===== src/rtl/ap_cmd_tracker_pkg.sv =====
// rtl/ap_cmd_tracker_pkg.sv - shared DDR backend types and bank-index helpers
package ap_cmd_tracker_pkg;

    localparam int DEF_TOTALBANKS = 16;

    function automatic int bgbk_width(input int total);
        return (total > 1) ? $clog2(total) : 1;
    endfunction

    localparam int BGBK_W = bgbk_width(DEF_TOTALBANKS);

    typedef struct packed {
        logic              ap;
        logic              write;
        logic [BGBK_W-1:0] bgbk;
    } ap_entry_t;

endpackage


===== src/rtl/ap_cmd_tracker_cmd_fifo.sv =====
// rtl/ap_cmd_tracker_cmd_fifo.sv - generic DEPTH x WIDTH circular FIFO with occupancy count
module cmd_fifo #(
    parameter int DEPTH = 8,
    parameter int WIDTH = 8
) (
    input  logic                       clk,
    input  logic                       rst,
    input  logic                       push,
    input  logic                       pop,
    input  logic [WIDTH-1:0]           din,
    output logic [WIDTH-1:0]           dout,
    output logic                       full,
    output logic                       empty,
    output logic [$clog2(DEPTH+1)-1:0] count
);

    localparam int PW = $clog2(DEPTH);
    localparam int CW = $clog2(DEPTH+1);

    logic [WIDTH-1:0] mem [DEPTH];
    logic [PW-1:0]    rd_ptr;
    logic [PW-1:0]    wr_ptr;
    logic             do_push;
    logic             do_pop;

    assign full    = (count == CW'(DEPTH));
    assign empty   = (count == '0);
    assign do_push = push && !full;
    assign do_pop  = pop && !empty;
    assign dout    = mem[rd_ptr];

    // DEPTH is a power of two, so natural pointer overflow gives the modulo wrap
    always_ff @(posedge clk or negedge rst) begin
        if (!rst) begin
            rd_ptr <= '0;
            wr_ptr <= '0;
            count  <= '0;
        end else begin
            if (do_push) wr_ptr <= wr_ptr + PW'(1);
            if (do_pop)  rd_ptr <= rd_ptr + PW'(1);
            case ({do_push, do_pop})
                2'b10:   count <= count + CW'(1);
                2'b01:   count <= count - CW'(1);
                default: count <= count;
            endcase
        end
    end

    always_ff @(posedge clk) begin
        if (do_push) mem[wr_ptr] <= din;
    end

endmodule


===== src/rtl/ap_cmd_tracker.sv =====
// rtl/ap_cmd_tracker.sv - CAS tracker producing auto-precharge reservation and ack strobes
module ap_cmd_tracker
    import ap_cmd_tracker_pkg::*;
#(
    parameter int NUMBANK      = 4,
    parameter int NUMBANKGROUP = 4,
    parameter int TOTALBANKS   = NUMBANK * NUMBANKGROUP,
    parameter int DEPTH        = 8
) (
    input  logic                          clk,
    input  logic                          rst,
    input  logic                          cmdValid,
    output logic                          cmdReady,
    input  logic                          cmdWrite,
    input  logic                          cmdAP,
    input  logic [$clog2(TOTALBANKS)-1:0] cmdBGBK,
    input  logic [TOTALBANKS-1:0]         bankState,
    input  logic                          phyAck,
    output logic                          apSetup,
    output logic                          apMode,
    output logic [$clog2(TOTALBANKS)-1:0] apSetupBGBK,
    output logic                          apAck,
    output logic [$clog2(TOTALBANKS)-1:0] apAckBGBK,
    output logic [$clog2(DEPTH+1)-1:0]    outstanding,
    output logic                          ackError
);

    localparam int BW = bgbk_width(TOTALBANKS);

    // The write flag is consumed at accept time (apMode), so the queue keeps {ap, bgbk}
    logic [BW:0] push_entry;
    logic [BW:0] head;
    logic        full;
    logic        empty;
    logic        accept;
    logic        pop;

    assign push_entry = {cmdAP, cmdBGBK};
    assign accept     = cmdValid && cmdReady;
    assign pop        = phyAck && !empty;

    // Same-bank check against apSetup covers the cycle before bankState sees the reservation
    assign cmdReady = rst && !full && !bankState[cmdBGBK]
                      && !(apSetup && (apSetupBGBK == cmdBGBK));

    cmd_fifo #(
        .DEPTH (DEPTH),
        .WIDTH (BW + 1)
    ) u_fifo (
        .clk   (clk),
        .rst   (rst),
        .push  (accept),
        .pop   (pop),
        .din   (push_entry),
        .dout  (head),
        .full  (full),
        .empty (empty),
        .count (outstanding)
    );

    always_ff @(posedge clk or negedge rst) begin
        if (!rst) begin
            apSetup     <= 1'b0;
            apMode      <= 1'b0;
            apSetupBGBK <= '0;
            apAck       <= 1'b0;
            apAckBGBK   <= '0;
            ackError    <= 1'b0;
        end else begin
            apSetup <= accept && cmdAP;
            if (accept && cmdAP) begin
                apMode      <= cmdWrite;
                apSetupBGBK <= cmdBGBK;
            end
            apAck <= pop && head[BW];
            if (pop && head[BW]) apAckBGBK <= head[BW-1:0];
            if (phyAck && empty) ackError <= 1'b1;
        end
    end

endmodule


===== config.mk =====
export PLATFORM = sky130hd
export DESIGN_NAME = ap_cmd_tracker
export DESIGN_NICKNAME = d
export VERILOG_FILES = /design/src/rtl/ap_cmd_tracker_pkg.sv /design/src/rtl/ap_cmd_tracker_cmd_fifo.sv /design/src/rtl/ap_cmd_tracker.sv
export SDC_FILE = /design/constraint.sdc
export NUM_CORES = 1
export LEC_CHECK = 0
export ABC_AREA = 1
export CORE_ASPECT_RATIO = 0.8
export CORE_MARGIN = 5
export CORE_UTILIZATION = 55
export CTS_BUF_LIST = sky130_fd_sc_hd__clkbuf_8 sky130_fd_sc_hd__clkbuf_16
export DETAILED_ROUTE_END_ITERATION = 8
export GPL_ROUTABILITY_DRIVEN = 0
export PLACE_DENSITY = 0.78
export SYNTH_ARGS = -nofsm -noshare
export SYNTH_HDL_FRONTEND = slang
export SYNTH_SLANG_ARGS = --single-unit

===== constraint.sdc =====
create_clock -name clk -period 5.2 [get_ports clk]
set_clock_uncertainty 0.1 [all_clocks]
set_input_delay 1.04 -clock clk [delete_from_list [all_inputs] [get_ports clk]]
set_output_delay 1.04 -clock clk [all_outputs]
set_load 0.05 [all_outputs]

# Word-level counts from Yosys, hierarchy flattened
# Memories as Yosys holds them, arrays and structs flattened.
# Cells that the tools add are included.
dict set report totals {
  n_memories 1
  ff_bits 22
  out_inout_bits 17
  inputBits 26
  ram_bits 40
}
dict set report op_classes {
  mux 5
  addsub 4
  n_eq_ne 4
  n_reduce_logical 17
  order_cmp 1
}
# name depth width rd rd_ports_with_merged_regs write_ports line_no
set memory_table {}
lappend memory_table {u_fifo.mem 8 5 1 0 1 ap_cmd_tracker_cmd_fifo.sv:20} ;# logic [WIDTH-1:0] mem [DEPTH];
# cell count
set ops {}
lappend ops {{$logic_and A1 B1 Y1} 11}
lappend ops {{$pmux W4 S2} 1}
lappend ops {{$add A3 B1 Y3 const B} 2}
lappend ops {{$lt A4 B5 Y1 const B} 1}
lappend ops {{$add A4 B1 Y4 const B} 1}
lappend ops {{$bmux W1 S4} 1}
lappend ops {{$eq A4 B4 Y1} 1}
lappend ops {{$eq A4 B4 Y1 const B} 1}
lappend ops {{$logic_not A1 Y1} 4}
lappend ops {{$logic_not A4 Y1} 1}
lappend ops {{$sub A4 B1 Y4 const B} 1}
lappend ops {{$mux W1} 3}
lappend ops {{$eq A2 B1 Y1 const B} 1}
lappend ops {{$eq A2 B2 Y1 const B} 1}
lappend ops {{$reduce_bool A2 Y1} 1}

# Depth between registers and ports, before layout
# Gate-level depths: netlist of the first run.
dict set report depth {
  ltp_word 9
  ltp_mapped 17
  depth_no_buf 17
}

# By module
# Synthesis of the first run repeated with hierarchy kept, for this count alone.
dict set report hier_totals {
  hier_cells 376
  hier_area_um2 3156.8
}
# mod cells_each instances area_each_um2 seq_area_each_um2
set modules_own_cells {}
lappend modules_own_cells {cmd_fifo 254 1 2374.8 1451.4}
lappend modules_own_cells {ap_cmd_tracker 122 1 782.0 300.3}

# Worst setup path after synthesis of the first run
# OpenSTA, ideal clock, no wires.
dict set report synth_timing {
  kind {input to register}
  start {input port cmdBGBK[1]}
  end {register u_fifo.count[1]}
  stages 15
  setup_ns 0.125
  required_ns 4.975
  arrival_ns 2.950
  path_slack_ns 2.026
  path_buffers 1
  cell_sequence {buf_4 -> inv_1 -> nor2_1 -> o21ai_1 -> nand3_1 -> inv_2 -> nor2_4 -> nor2_8 -> nand2_4 -> ha_1 -> nand2_1 -> inv_1 -> nor2_1 -> ha_1 -> mux2_2}
}
dict set report synth_via {
  elab_chain_cells 9
  word_cells_on_any_way 14
  cone_classes {3 x eq/ne; 3 x mux; 8 x reduce/logical}
}
# item line_no
set synth_lines {}
lappend synth_lines {{start, declared} ap_cmd_tracker.sv:16} ;# input logic [$clog2(TOTALBANKS)-1:0] cmdBGBK,
lappend synth_lines {{$bmux W1 S4} ap_cmd_tracker.sv:43} ;# assign cmdReady = rst && !full && !bankState[cmdBGBK]
lappend synth_lines {{$mux W1 (implied by the code)} ap_cmd_tracker.sv:43}
lappend synth_lines {{$logic_not A1 Y1} ap_cmd_tracker.sv:43}
lappend synth_lines {{$logic_and A1 B1 Y1} ap_cmd_tracker.sv:43}
lappend synth_lines {{$logic_and A1 B1 Y1 *} ap_cmd_tracker.sv:44} ;# && !(apSetup && (apSetupBGBK == cmdBGBK));
lappend synth_lines {{via cmdReady} ap_cmd_tracker.sv:13} ;# output logic cmdReady,
lappend synth_lines {{$logic_and A1 B1 Y1 *} ap_cmd_tracker.sv:39} ;# assign accept = cmdValid && cmdReady;
lappend synth_lines {{$logic_and A1 B1 Y1 *} ap_cmd_tracker_cmd_fifo.sv:28} ;# assign do_push = push && !full;
lappend synth_lines {{$eq A2 B1 Y1 or $eq A2 B2 Y1 (tied branches)} ap_cmd_tracker_cmd_fifo.sv:41} ;# case ({do_push, do_pop})
lappend synth_lines {{$pmux W4 S2 or $reduce_bool A2 Y1 (tied branches)} n/a}
lappend synth_lines {{end signal, assigned} ap_cmd_tracker_cmd_fifo.sv:42} ;# 2'b10: count <= count + CW'(1);
lappend synth_lines {{end signal, assigned} ap_cmd_tracker_cmd_fifo.sv:43} ;# 2'b01: count <= count - CW'(1);
lappend synth_lines {{end signal, assigned} ap_cmd_tracker_cmd_fifo.sv:44} ;# default: count <= count;
lappend synth_lines {{end, declared} ap_cmd_tracker_cmd_fifo.sv:14} ;# output logic [$clog2(DEPTH+1)-1:0] count
# The timed path passes the listed nets; every way through them passes the cells marked *. The select of a mux whose other input is x is not followed.
# A chain may end at the register's enable or synchronous reset.

# Worst setup path after layout of the first run
dict set report layout_timing {
  start {input port cmdBGBK[1]}
  end {output port cmdReady}
}
dict set report layout_via {
  elab_chain_cells 5
  word_cells_on_any_way 8
  cone_classes {1 x eq/ne; 2 x mux; 5 x reduce/logical}
}
# item line_no
set layout_lines {}
lappend layout_lines {{$bmux W1 S4} ap_cmd_tracker.sv:43}
lappend layout_lines {{$mux W1 (implied by the code)} ap_cmd_tracker.sv:43}
lappend layout_lines {{$logic_not A1 Y1} ap_cmd_tracker.sv:43}
lappend layout_lines {{$logic_and A1 B1 Y1} ap_cmd_tracker.sv:43}
lappend layout_lines {{$logic_and A1 B1 Y1 *} ap_cmd_tracker.sv:44}
lappend layout_lines {{end, declared} ap_cmd_tracker.sv:13}
# Every way passes the cells marked *; elsewhere a longest branch is shown, timed or not. The select of a mux whose other input is x is not followed.

==> key figures, run 1 <==
Layout
  – Filler-free cell count of the finished design: 418
  – Area grow syn2layout: 21.7%
  – # diodes: 0
  – Sequential cell area: 1750 µm²
  – Number of nets at the end of the flow: 379
  – # fillers: between 400 and 500
  – Area of the multi-input gates: 1070 µm²
  – Proportion of layout cells with a drive suffix above 1: 9.63%

Pwr
  – Sequential cell fraction of total power: 38.6%
  – Maximum ir drop on the vdd rail: 0.317 mV
  – Power density normalized to cell area: ~520 nW/µm²
  – Switching power total: 0.790 mW
  – Static leakage power: about 1.5 nW
  – Final total power: 1.90 mW
  – Clock network fraction of design power: approximately a fifth
  – Internal power: 1.11 mW
  – Switching Fraction: 41.6%
  – Power share of the combinational group: 40.4%

Logic synthesis
  – Share of synthesized flip-flops with an asynchronous set or reset: a little over a third
  – Top area cells in the synthesized netlist: edfxtp_1 (40%), dfrtp_1 (18%), nand2_1 (9.0%)
  – Netlist area before placement: 2990 µm²
  – Synth Register Bits: between 60 and 70
  – Proportion of synthesized chip area in sequential cells: 58.5%
  – Most frequently used flop master after synthesis: edfxtp_1
  – Number of distinct library cells after synthesis: 32
  – Basic-gate share of the synthesized area counting and, or, nand and nor cells: between 20% and 30%
  – Share of Yosys cell area claimed by the top area cell type: 40.1%
  – Post-Synth XOR/XNOR Area: under 10%
  – Number of nets produced by synthesis: between 300 and 400
  – Average cell area after synthesis: 9.88 µm²
  – Share of synthesized area spent on multiplexers: less than 1%
  – EDFF count, synth: 40
  – Synth Area in Compound Gates: 6.86%
  – Fraction of the mapped netlist area in adder cells: 2.09%
  – Largest family of logic cells by synthesized area: simple AND/OR/NAND/NOR gates
  – Most used standard cell by instance count after synthesis: nand2_1
  – Warnings from Yosys: 0
  – Post-synthesis instance total: 303
  – Most frequent cells after synthesis: nand2_1 (72), nor2_1 (49), edfxtp_1 (40), inv_1 (28), dfrtp_1 (22)
  – Cell type with the highest aggregate area in the netlist: edfxtp_1

Min path
  – Hold Path Origin: apAckBGBK[3]$_DFFE_PN0P_
  – Cells on Worst Hold Path: 2
  – Min-Delay Path Class: flop to flop
  – Terminating pin of the worst hold path: apAckBGBK[3]$_DFFE_PN0P_

Global routing
  – Grt ovf: 0
  – Largest net degree at the start of global routing: 24
  – Number of global-route vias before repair: 2082
  – Global-route wire length before repair: 10300 µm
  – Gr usage total: 18.7%
  – Number of antenna violations at the first check in global routing: 0

Clock network
  – Buffer cell driving the clock tree root: clkbuf_8
  – Clock Sink Count: 62
  – CTS Hold Buffers Added: 0
  – Post-CTS clock slew at the launch and capture registers of the worst setup and hold paths: roughly 60 ps
  – Worst-skew pair later-pin latency: between 300 and 400 ps
  – Clock tree from TritonCTS: built
  – TritonCTS Buffers: 9
  – Clock buffer depth: 2
  – Total number of H-tree levels: 3
  – Number of resized instances in the post-cts repair step: 0
  – Post-CTS Setup Inserts: 0

Outcome
  – Outcome: completed

STA
  – Final setup violation count: 0
  – TNS Setup: 0 ps
  – Slew Limit Headroom: 50.6%
  – Unrepaired setup endpoints after global routing: false
  – Worst Max-Slew Pin Slew: 740 ps
  – Worst-case setup margin in the final layout: around 540 ps
  – Peak Freq: 215 MHz
  – Tcrit/Tclk final: 89.5%
  – Total count of max-transition violations in the final report: 0
  – Shortest period the worst path allows: between 4000 and 5000 ps
  – Hold WS: 386 ps
  – Final-report hold violation count: 0

Die
  – Vertical die dimension: 76.0 µm
  – Die span in x: 92.5 µm
  – Starting density of the core: 55.7%
  – Placement Rows: 24
  – Count of boundary I/O pins: 43
  – Placeable core region: between 5000 and 6000 µm²
  – Full die area: 7030 µm²

Critical path
  – Signal arrival time at the worst endpoint: roughly 3500 ps
  – Critical path launch point type: input pin
  – Register-to-Register Setup Slack: 2720 ps
  – Critical path start-end classification: input pin to primary output
  – Worst EP required: 4060 ps
  – Start of the worst register-to-register path: u_fifo.rd_ptr[0]$_DFFE_PN0P_
  – Top fanout value on the critical path: 15
  – Endpoint kind of the worst setup timing path: primary output
  – FF-to-FF path depth: 9
  – Crit Reg-Reg Endpoint: apAckBGBK[3]$_DFFE_PN0P_

Placement
  – Post-DP HPWL: approximately 4300 µm
  – Worst setup timing slack at the placement stage: 573 ps
  – Port-buffer cells: 42
  – Count of placed standard cells including taps: about 400

Drt
  – Number of violations reported at the end of detailed-routing iteration 0: 167
  – Routed Wire Length: 6170 µm
  – Antenna-violating nets left: 0
  – Pre-antenna DRT Iters: 4
  – Post-DR vias/cell: 5.21
  – DRC Markers: 0
  – Via count: 2179
  – Mean routed wirelength per cell: between 10 and 15 µm

Run
  – Max-capacitance violation count: 0
-- cell type report --
| type | instances | share of cell area (%) |
|---|---|---|
| inverter | 30 | 3.09 |
| multi-input combinational | 201 | 29.4 |
| clock inverter | 7 | 1.82 |
| timing repair buffer | 44 | 12.0 |
| clock buffer | 9 | 3.40 |
| tap | 65 | 2.23 |
| sequential | 62 | 48.1 |
-- per-layer routing --
| metal | routed length (µm) | track usage [%] | up-vias |
|---|---|---|---|
| met4 | 21 | 3.56 | 0 |
| met5 | 0 | 0 | - |
| met1 | 2800 | 26.7 | 1017 |
| met3 | 378 | 6.61 | 3 |
| met2 | 2970 | 28.1 | 60 |
| li1 | - | - | 1099 |
-- layout by cell type (no fill, tap or decap), types with 2 or more instances in the layout --
cell type,synthesis,routed
nand3_1,12,12
clkdlybuf4s50_1,0,42
edfxtp_1,40,40
xnor2_1,2,2
o21bai_1,2,2
nor2_1,49,49
nand2_4,2,2
ha_1,5,5
xor2_1,6,6
o21ai_1,2,2
inv_1,28,29
mux2_2,2,2
o21ai_0,16,16
clkinvlp_4,0,2
inv_2,2,2
nand3_2,3,3
nor3_2,4,4
a21oi_1,2,2
dfrtp_1,22,22
clkbuf_8,0,9
o32ai_1,8,8
nand2_1,72,72
nand4_1,6,6
buf_4,1,2
-- worst max path at each step --
| stage | startpoint | endpoint | slack [ps] | depth (start not counted) |
|---|---|---|---|---|
| after floorplan | cmdBGBK[1] | u_fifo.count[1]$_DFFE_PN0P_ | 2030 | 15 |
| after global placement | cmdBGBK[1] | cmdReady | 580 | 9 |
| after detailed placement | cmdBGBK[1] | cmdReady | 570 | 9 |
| after CTS | cmdBGBK[1] | cmdReady | 560 | 9 |
| after global routing | cmdBGBK[1] | cmdReady | 380 | 8 |
| final | cmdBGBK[1] | cmdReady | 540 | 8 |
-- power by group through the flow --
stage	logic [mW]	registers, mW	clock network (mW)
after floorplan	0.408	0.870	0
after global placement	0.754	0.739	0
after detailed placement	0.771	0.741	0
after CTS	0.776	0.733	0.409
after global routing	0.849	0.752	0.430
final	0.767	0.733	0.399
-- cells by family after synthesis --
group | count (synthesis)
AOI/OAI and AO/OA | 32
xor gates and xnor gates | 8
adders and majority gates | 5
buffers and inverters | 40
DFF | 62
muxes | 2
and+or+nand+nor | 154
-- per-stage QoR --
stage	utilization, %	cell area (µm²)
after floorplan	-	2990
after global routing	67.8	3640
after global placement	64.2	3450
after detailed placement	64.2	3450
after CTS	67.8	3640
final	67.8	3640
-- flip-flops by register name (all words and copies together) (netlist names) --
| signal | count |
|---|---|
| apSetup | 1 |
| u_fifo.rd_ptr | 3 |
| ackError | 1 |
| apAckBGBK | 4 |
| apMode | 1 |
| u_fifo.count | 4 |
| apSetupBGBK | 4 |
| u_fifo.wr_ptr | 3 |
| apAck | 1 |
| u_fifo.mem | 40 |
-- worst max-delay path: stages --
cell,delay [ps]
clkdlybuf4s50_1,830
inv_1,200
nand3_1,140
nand3_2,90
nand3_2,120
nand2_4,80
nor2_8,180
clkdlybuf4s50_1,840
Note: power is estimated with default switching activity, not from simulation.
==> run 2: changes to the inputs <==
PLACE_DENSITY = 0.79   (was 0.78)
==> key figures, run 2 (synthesis gave the netlist of run 1 again) <==
Critical path
  – Endpoint kind of the worst setup timing path: primary output
  – Top fanout value on the critical path: 15
  – Start of the worst register-to-register path: u_fifo.count[0]$_DFFE_PN0P_
  – Highest cell delay on the worst timing path: 840 ps
  – Kind of cell adding the most delay to the critical path: buffers and inverters
  – Register-to-Register Setup Slack: around 2700 ps
  – Worst EP required: 4060 ps
  – Buf+Inv Stages, Crit Path: 3
  – Crit Reg-Reg Endpoint: u_fifo.count[1]$_DFFE_PN0P_
  – FF-to-FF path depth: 13
  – CP Cell Sequence: clkdlybuf4s50_1 -> inv_1 -> nand3_1 -> nand3_2 -> nand3_2 -> nand2_4 -> nor2_8 -> clkdlybuf4s50_1
  – Critical path launch point type: input pin
  – Cell with the largest stage delay on the worst path: clkdlybuf4s50_1
  – Critical path start-end classification: input pin to primary output
  – Signal arrival time at the worst endpoint: 3490 ps

Outcome
  – Outcome: completed

Drt
  – Routed Wire Length: a little over 6000 µm
  – Number of violations reported at the end of detailed-routing iteration 0: 183
  – Via count: 2167
  – Antenna-violating nets left: 0
  – Mean routed wirelength per cell: 14.9 µm
  – Post-DR vias/cell: 5.18
  – Pre-antenna DRT Iters: 5
  – DRC Markers: 0

Min path
  – Min-Delay Path Class: flop to flop
  – Cells on Worst Hold Path: 2
  – Hold Path Origin: apAckBGBK[3]$_DFFE_PN0P_
  – Terminating pin of the worst hold path: apAckBGBK[3]$_DFFE_PN0P_

Global routing
  – Grt ovf: 0
  – Largest net degree at the start of global routing: 24
  – Number of antenna violations at the first check in global routing: 0
  – Global-route wire length before repair: 10500 µm
  – Gr usage total: 19.6%
  – Number of global-route vias before repair: 2215

Layout
  – Largest register by flop count: u_fifo.mem
  – Area grow syn2layout: 20.7%
  – Most frequent cells in the layout: nand2_1 (72), nor2_1 (49), clkdlybuf4s50_1 (42)
  – Most common cell after layout, fill and taps aside: nand2_1
  – Number of nets at the end of the flow: 379
  – # diodes: 0
  – Proportion of layout cells with a drive suffix above 1: 9.35%
  – Largest register FFs: 40

Clock network
  – Clock tree from TritonCTS: built
  – Post-CTS Setup Inserts: 0
  – TritonCTS Buffers: 9
  – CTS Hold Buffers Added: 0
  – Clock buffer depth: 2
  – Worst-skew pair later-pin latency: about 350 ps
  – Clock Sink Count: 62
  – Number of resized instances in the post-cts repair step: 0
  – Post-CTS clock slew at the launch and capture registers of the worst setup and hold paths: roughly 70 ps
  – Total number of H-tree levels: 3
  – Buffer cell driving the clock tree root: clkbuf_8

STA
  – Peak Freq: 216 MHz
  – Hold WS: 391 ps
  – Shortest period the worst path allows: 4630 ps
  – Worst Max-Slew Pin Slew: between 700 and 800 ps
  – Final-report hold violation count: 0
  – Final setup violation count: 0
  – Tcrit/Tclk final: around 90%
  – Total count of max-transition violations in the final report: 0
  – Slew Limit Headroom: around half
  – TNS Setup: 0 ps
  – Unrepaired setup endpoints after global routing: false
  – Worst-case setup margin in the final layout: 575 ps

Die
  – Full die area: 7030 µm²
  – Vertical die dimension: about 76 µm
  – Placeable core region: roughly 5400 µm²
  – Starting density of the core: 55.7%
  – Die span in x: 92.5 µm
  – Count of boundary I/O pins: 43
  – Placement Rows: 24

Pwr
  – Maximum ir drop on the vdd rail: 0.377 mV
  – Static leakage power: approximately 1.5 nW
  – Power density normalized to cell area: 511 nW/µm²

Placement
  – Port-buffer cells: 42
  – Post-DP HPWL: 4450 µm
  – Worst setup timing slack at the placement stage: roughly 590 ps

Run
  – Max-capacitance violation count: 0
## run 2: changes by cell type in the layout (fill, tap and decap cells not counted), sizes merged
cell and change:
clkinv +1, clkinvlp -1, inv +1, bufinv -1
## run 2: worst min-delay path: cells and delay by family, from the launching register on
kind / cells / cell delay (ps)
flip-flops: 1 / 350
AND/OR/NAND/NOR: 2 / 110
## run 2: power by group
group | total (mW) | switching [mW] | internal [mW]
Sequential | 0.732 | 0.117 | 0.616
Clock | 0.341 | 0.176 | 0.165
Combinational | 0.772 | 0.496 | 0.276
## run 2: final cells by class
cell class | count | area, µm²
clock buffers | 9 | 124
flip-flops and latches | 62 | 1750
multi-input cells | 201 | 1070
inverters | 30 | 113
repair buffers | 44 | 435
clock inverters | 7 | 33.8
fillers | 427 | 1760
well taps | 65 | 81.3
## run 2: worst max-delay path by stage
stage	slack, ps	start	cells past startpoint	end
2_1_floorplan	2030	cmdBGBK[1]	15	u_fifo.count[1]$_DFFE_PN0P_
3_3_place_gp	670	cmdBGBK[1]	8	cmdReady
3_5_place_dp	590	cmdBGBK[1]	8	cmdReady
4_1_cts	570	cmdBGBK[1]	8	cmdReady
5_1_grt	420	cmdBGBK[1]	8	cmdReady
6_report	570	cmdBGBK[1]	8	cmdReady
## run 2: per-layer routing
| layer | GRT usage [%] | routed length (µm) | up-vias |
|---|---|---|---|
| met5 | 0 | 0 | - |
| met4 | 5.34 | 116 | 0 |
| met3 | 5.92 | 274 | 8 |
| met2 | 31.4 | 3000 | 40 |
| met1 | 26.0 | 2840 | 1020 |
| li1 | - | - | 1099 |
## run 2: stage by stage
step	power (mW)	std cells	area, µm²	util [%]
floorplan	1.28	303	2990	-
global placement	1.49	402	3450	64.2
detailed placement	1.51	402	3450	64.2
CTS	1.86	418	3610	67.2
global route	1.97	418	3610	67.2
finish	1.85	418	3610	67.2
==> run 3: changes to the inputs <==
--- a/config.mk
+++ b/config.mk
@@ -12,6 +12,7 @@
 export CTS_BUF_LIST = sky130_fd_sc_hd__clkbuf_8 sky130_fd_sc_hd__clkbuf_16
 export DETAILED_ROUTE_END_ITERATION = 8
+export DONT_BUFFER_PORTS = 1
 export GPL_ROUTABILITY_DRIVEN = 0
-export PLACE_DENSITY = 0.79
+export PLACE_DENSITY = 0.69
 export SYNTH_ARGS = -nofsm -noshare
 export SYNTH_HDL_FRONTEND = slang
==> constraint.sdc (replaced) <==
create_clock -name clk -period 5.2 [get_ports clk]
set_clock_uncertainty 0.1 [all_clocks]
set_input_delay 1.04 -clock clk [delete_from_list [all_inputs] [get_ports clk]]
set_output_delay 1.04 -clock clk [all_outputs]
set_load 0.005 [all_outputs]
==> key figures, run 3 (synthesis gave the netlist of run 1 again) <==
Outcome
  – Outcome: completed

Clock network
  – Clock buffer depth: 2
  – Buffer cell driving the clock tree root: clkbuf_8
  – Post-CTS clock slew at the launch and capture registers of the worst setup and hold paths: 70 ps
  – Worst-skew pair later-pin latency: 330 ps
  – Post-CTS Setup Inserts: 0
  – Clock Sink Count: 62
  – Clock tree from TritonCTS: built
  – Number of resized instances in the post-cts repair step: 0
  – CTS Hold Buffers Added: 0
  – Total number of H-tree levels: 3
  – TritonCTS Buffers: 9

Layout
  – Post-route cell area: approximately 3200 µm²
  – Number of nets at the end of the flow: 335
  – Area grow syn2layout: 6.90%
  – Largest register by flop count: u_fifo.mem
  – Proportion of layout cells with a drive suffix above 1: 9.71%
  – Most common cell after layout, fill and taps aside: nand2_1
  – Largest register FFs: 40
  – # diodes: 0
  – # fillers: 438
  – Most frequent cells in the layout: nand2_1 (72), nor2_1 (49), edfxtp_1 (40)

Critical path
  – Kind of cell adding the most delay to the critical path: simple AND/OR/NAND/NOR gates
  – Top fanout value on the critical path: 22
  – Start point of the critical path: cmdBGBK[0]
  – Cell with the largest stage delay on the worst path: nor2_8
  – Endpoint kind of the worst setup timing path: primary output
  – Worst EP required: 4060 ps
  – Critical path launch point type: input pin
  – Critical path start-end classification: input pin to primary output
  – Buf+Inv Stages, Crit Path: 1
  – Instance count on the critical path: 7
  – CP Cell Sequence: inv_1 -> nand2_1 -> nand3_1 -> nand3_2 -> nand3_2 -> nand2_4 -> nor2_8
  – Start of the worst register-to-register path: u_fifo.rd_ptr[0]$_DFFE_PN0P_
  – FF-to-FF path depth: 9
  – Cell repeated most along the worst path: nand3_2
  – Signal arrival time at the worst endpoint: ~1800 ps
  – Highest cell delay on the worst timing path: 190 ps

Global routing
  – Grt ovf: 0
  – Gr usage total: 17.9%
  – Global-route wire length before repair: 9650 µm
  – Number of global-route vias before repair: 1924
  – Largest net degree at the start of global routing: 24
  – Number of antenna violations at the first check in global routing: 0

Die
  – Full die area: between 7000 and 8000 µm²
  – Count of boundary I/O pins: 43
  – Placeable core region: 5380 µm²
  – Die span in x: 92.5 µm
  – Placement Rows: 24
  – Vertical die dimension: 76.0 µm
  – Starting density of the core: 55.7%

Placement
  – Worst setup timing slack at the placement stage: 2050 ps
  – Post-DP HPWL: around 4000 µm
  – Cell area reported after detailed placement: 3020 µm²
  – Port-buffer cells: 0

STA
  – Final-report hold violation count: 0
  – Unrepaired setup endpoints after global routing: false
  – Tcrit/Tclk final: a little under three fifths
  – Total count of max-transition violations in the final report: 0
  – TNS Setup: 0 ps
  – Worst Max-Slew Pin Slew: 760 ps
  – Peak Freq: 338 MHz
  – Slew Limit Headroom: roughly half
  – Worst-case setup margin in the final layout: ~2200 ps
  – Shortest period the worst path allows: 2960 ps
  – Final setup violation count: 0

Drt
  – Mean routed wirelength per cell: 15.5 µm
  – Post-DR vias/cell: approximately 5.4
  – DRC Markers: 0
  – Pre-antenna DRT Iters: 4
  – Routed Wire Length: 5810 µm
  – Number of violations reported at the end of detailed-routing iteration 0: roughly 100
  – Antenna-violating nets left: 0
  – Via count: 2022

Run
  – Max-capacitance violation count: 0

Pwr
  – Maximum ir drop on the vdd rail: between 0.2 and 0.25 mV
  – Static leakage power: 1.38 nW
  – Power density normalized to cell area: 489 nW/µm²

Min path
  – Min-Delay Path Class: input pin to asynchronous set/reset pin
## run 3: changes by cell type in the layout (fill, tap and decap cells not counted), sizes merged
cell / previous run / this run
clkinv: 4 / 3
buf: 2 / 0
bufinv: 0 / 1
clkdlybuf4s50: 42 / 0
## run 3: layout make-up
| class | count | area, µm² | share of cell area, % |
|---|---|---|---|
| Sequential cell | 62 | 1750 | 54.8 |
| Multi-Input combinational cell | 201 | 1070 | 33.5 |
| Clock buffer | 9 | 124 | 3.87 |
| Inverter | 30 | 113 | 3.52 |
| Tap cell | 65 | 81.3 | 2.54 |
| Clock inverter | 7 | 57.6 | 1.80 |
## run 3: report_power, final
part           leakage [nW]  internal (mW)  switching, mW  total, mW
registers             0.630          0.616          0.129      0.745
logic                 0.652          0.173          0.258      0.431
clock network        0.0967          0.214          0.176      0.389
## run 3: worst paths after layout
path | endpoint | slack (ps)
min in group clk | apAckBGBK[3]$_DFFE_PN0P_ | 400
setup / recovery | cmdReady | 2240
hold reg to reg | apAckBGBK[3]$_DFFE_PN0P_ | 400
setup reg to reg | apAckBGBK[1]$_DFFE_PN0P_ | 2700
hold / removal | u_fifo.wr_ptr[0]$_DFFE_PN0P_ | 290
max in group asynchronous | u_fifo.rd_ptr[1]$_DFFE_PN0P_ | 4630
## run 3: metrics by stage
stage	utilization, %	power [mW]	hold WS, ps	instances
finish	59.5	1.57	294	374
global route	59.5	1.69	260	374
CTS	59.5	1.59	272	374
detailed placement	56.1	1.19	399	358
global placement	56.1	1.18	390	358
floorplan	-	1.10	365	303
## run 3: layer usage
layer | vias to the layer above | GRT usage [%] | share of wire [%]
li1 | 1008 | - | -
met1 | 975 | 24.3 | 46
met2 | 35 | 27.4 | 49
met3 | 4 | 6.52 | 4.7
met4 | 0 | 4.90 | 0.69
met5 | - | 0 | 0
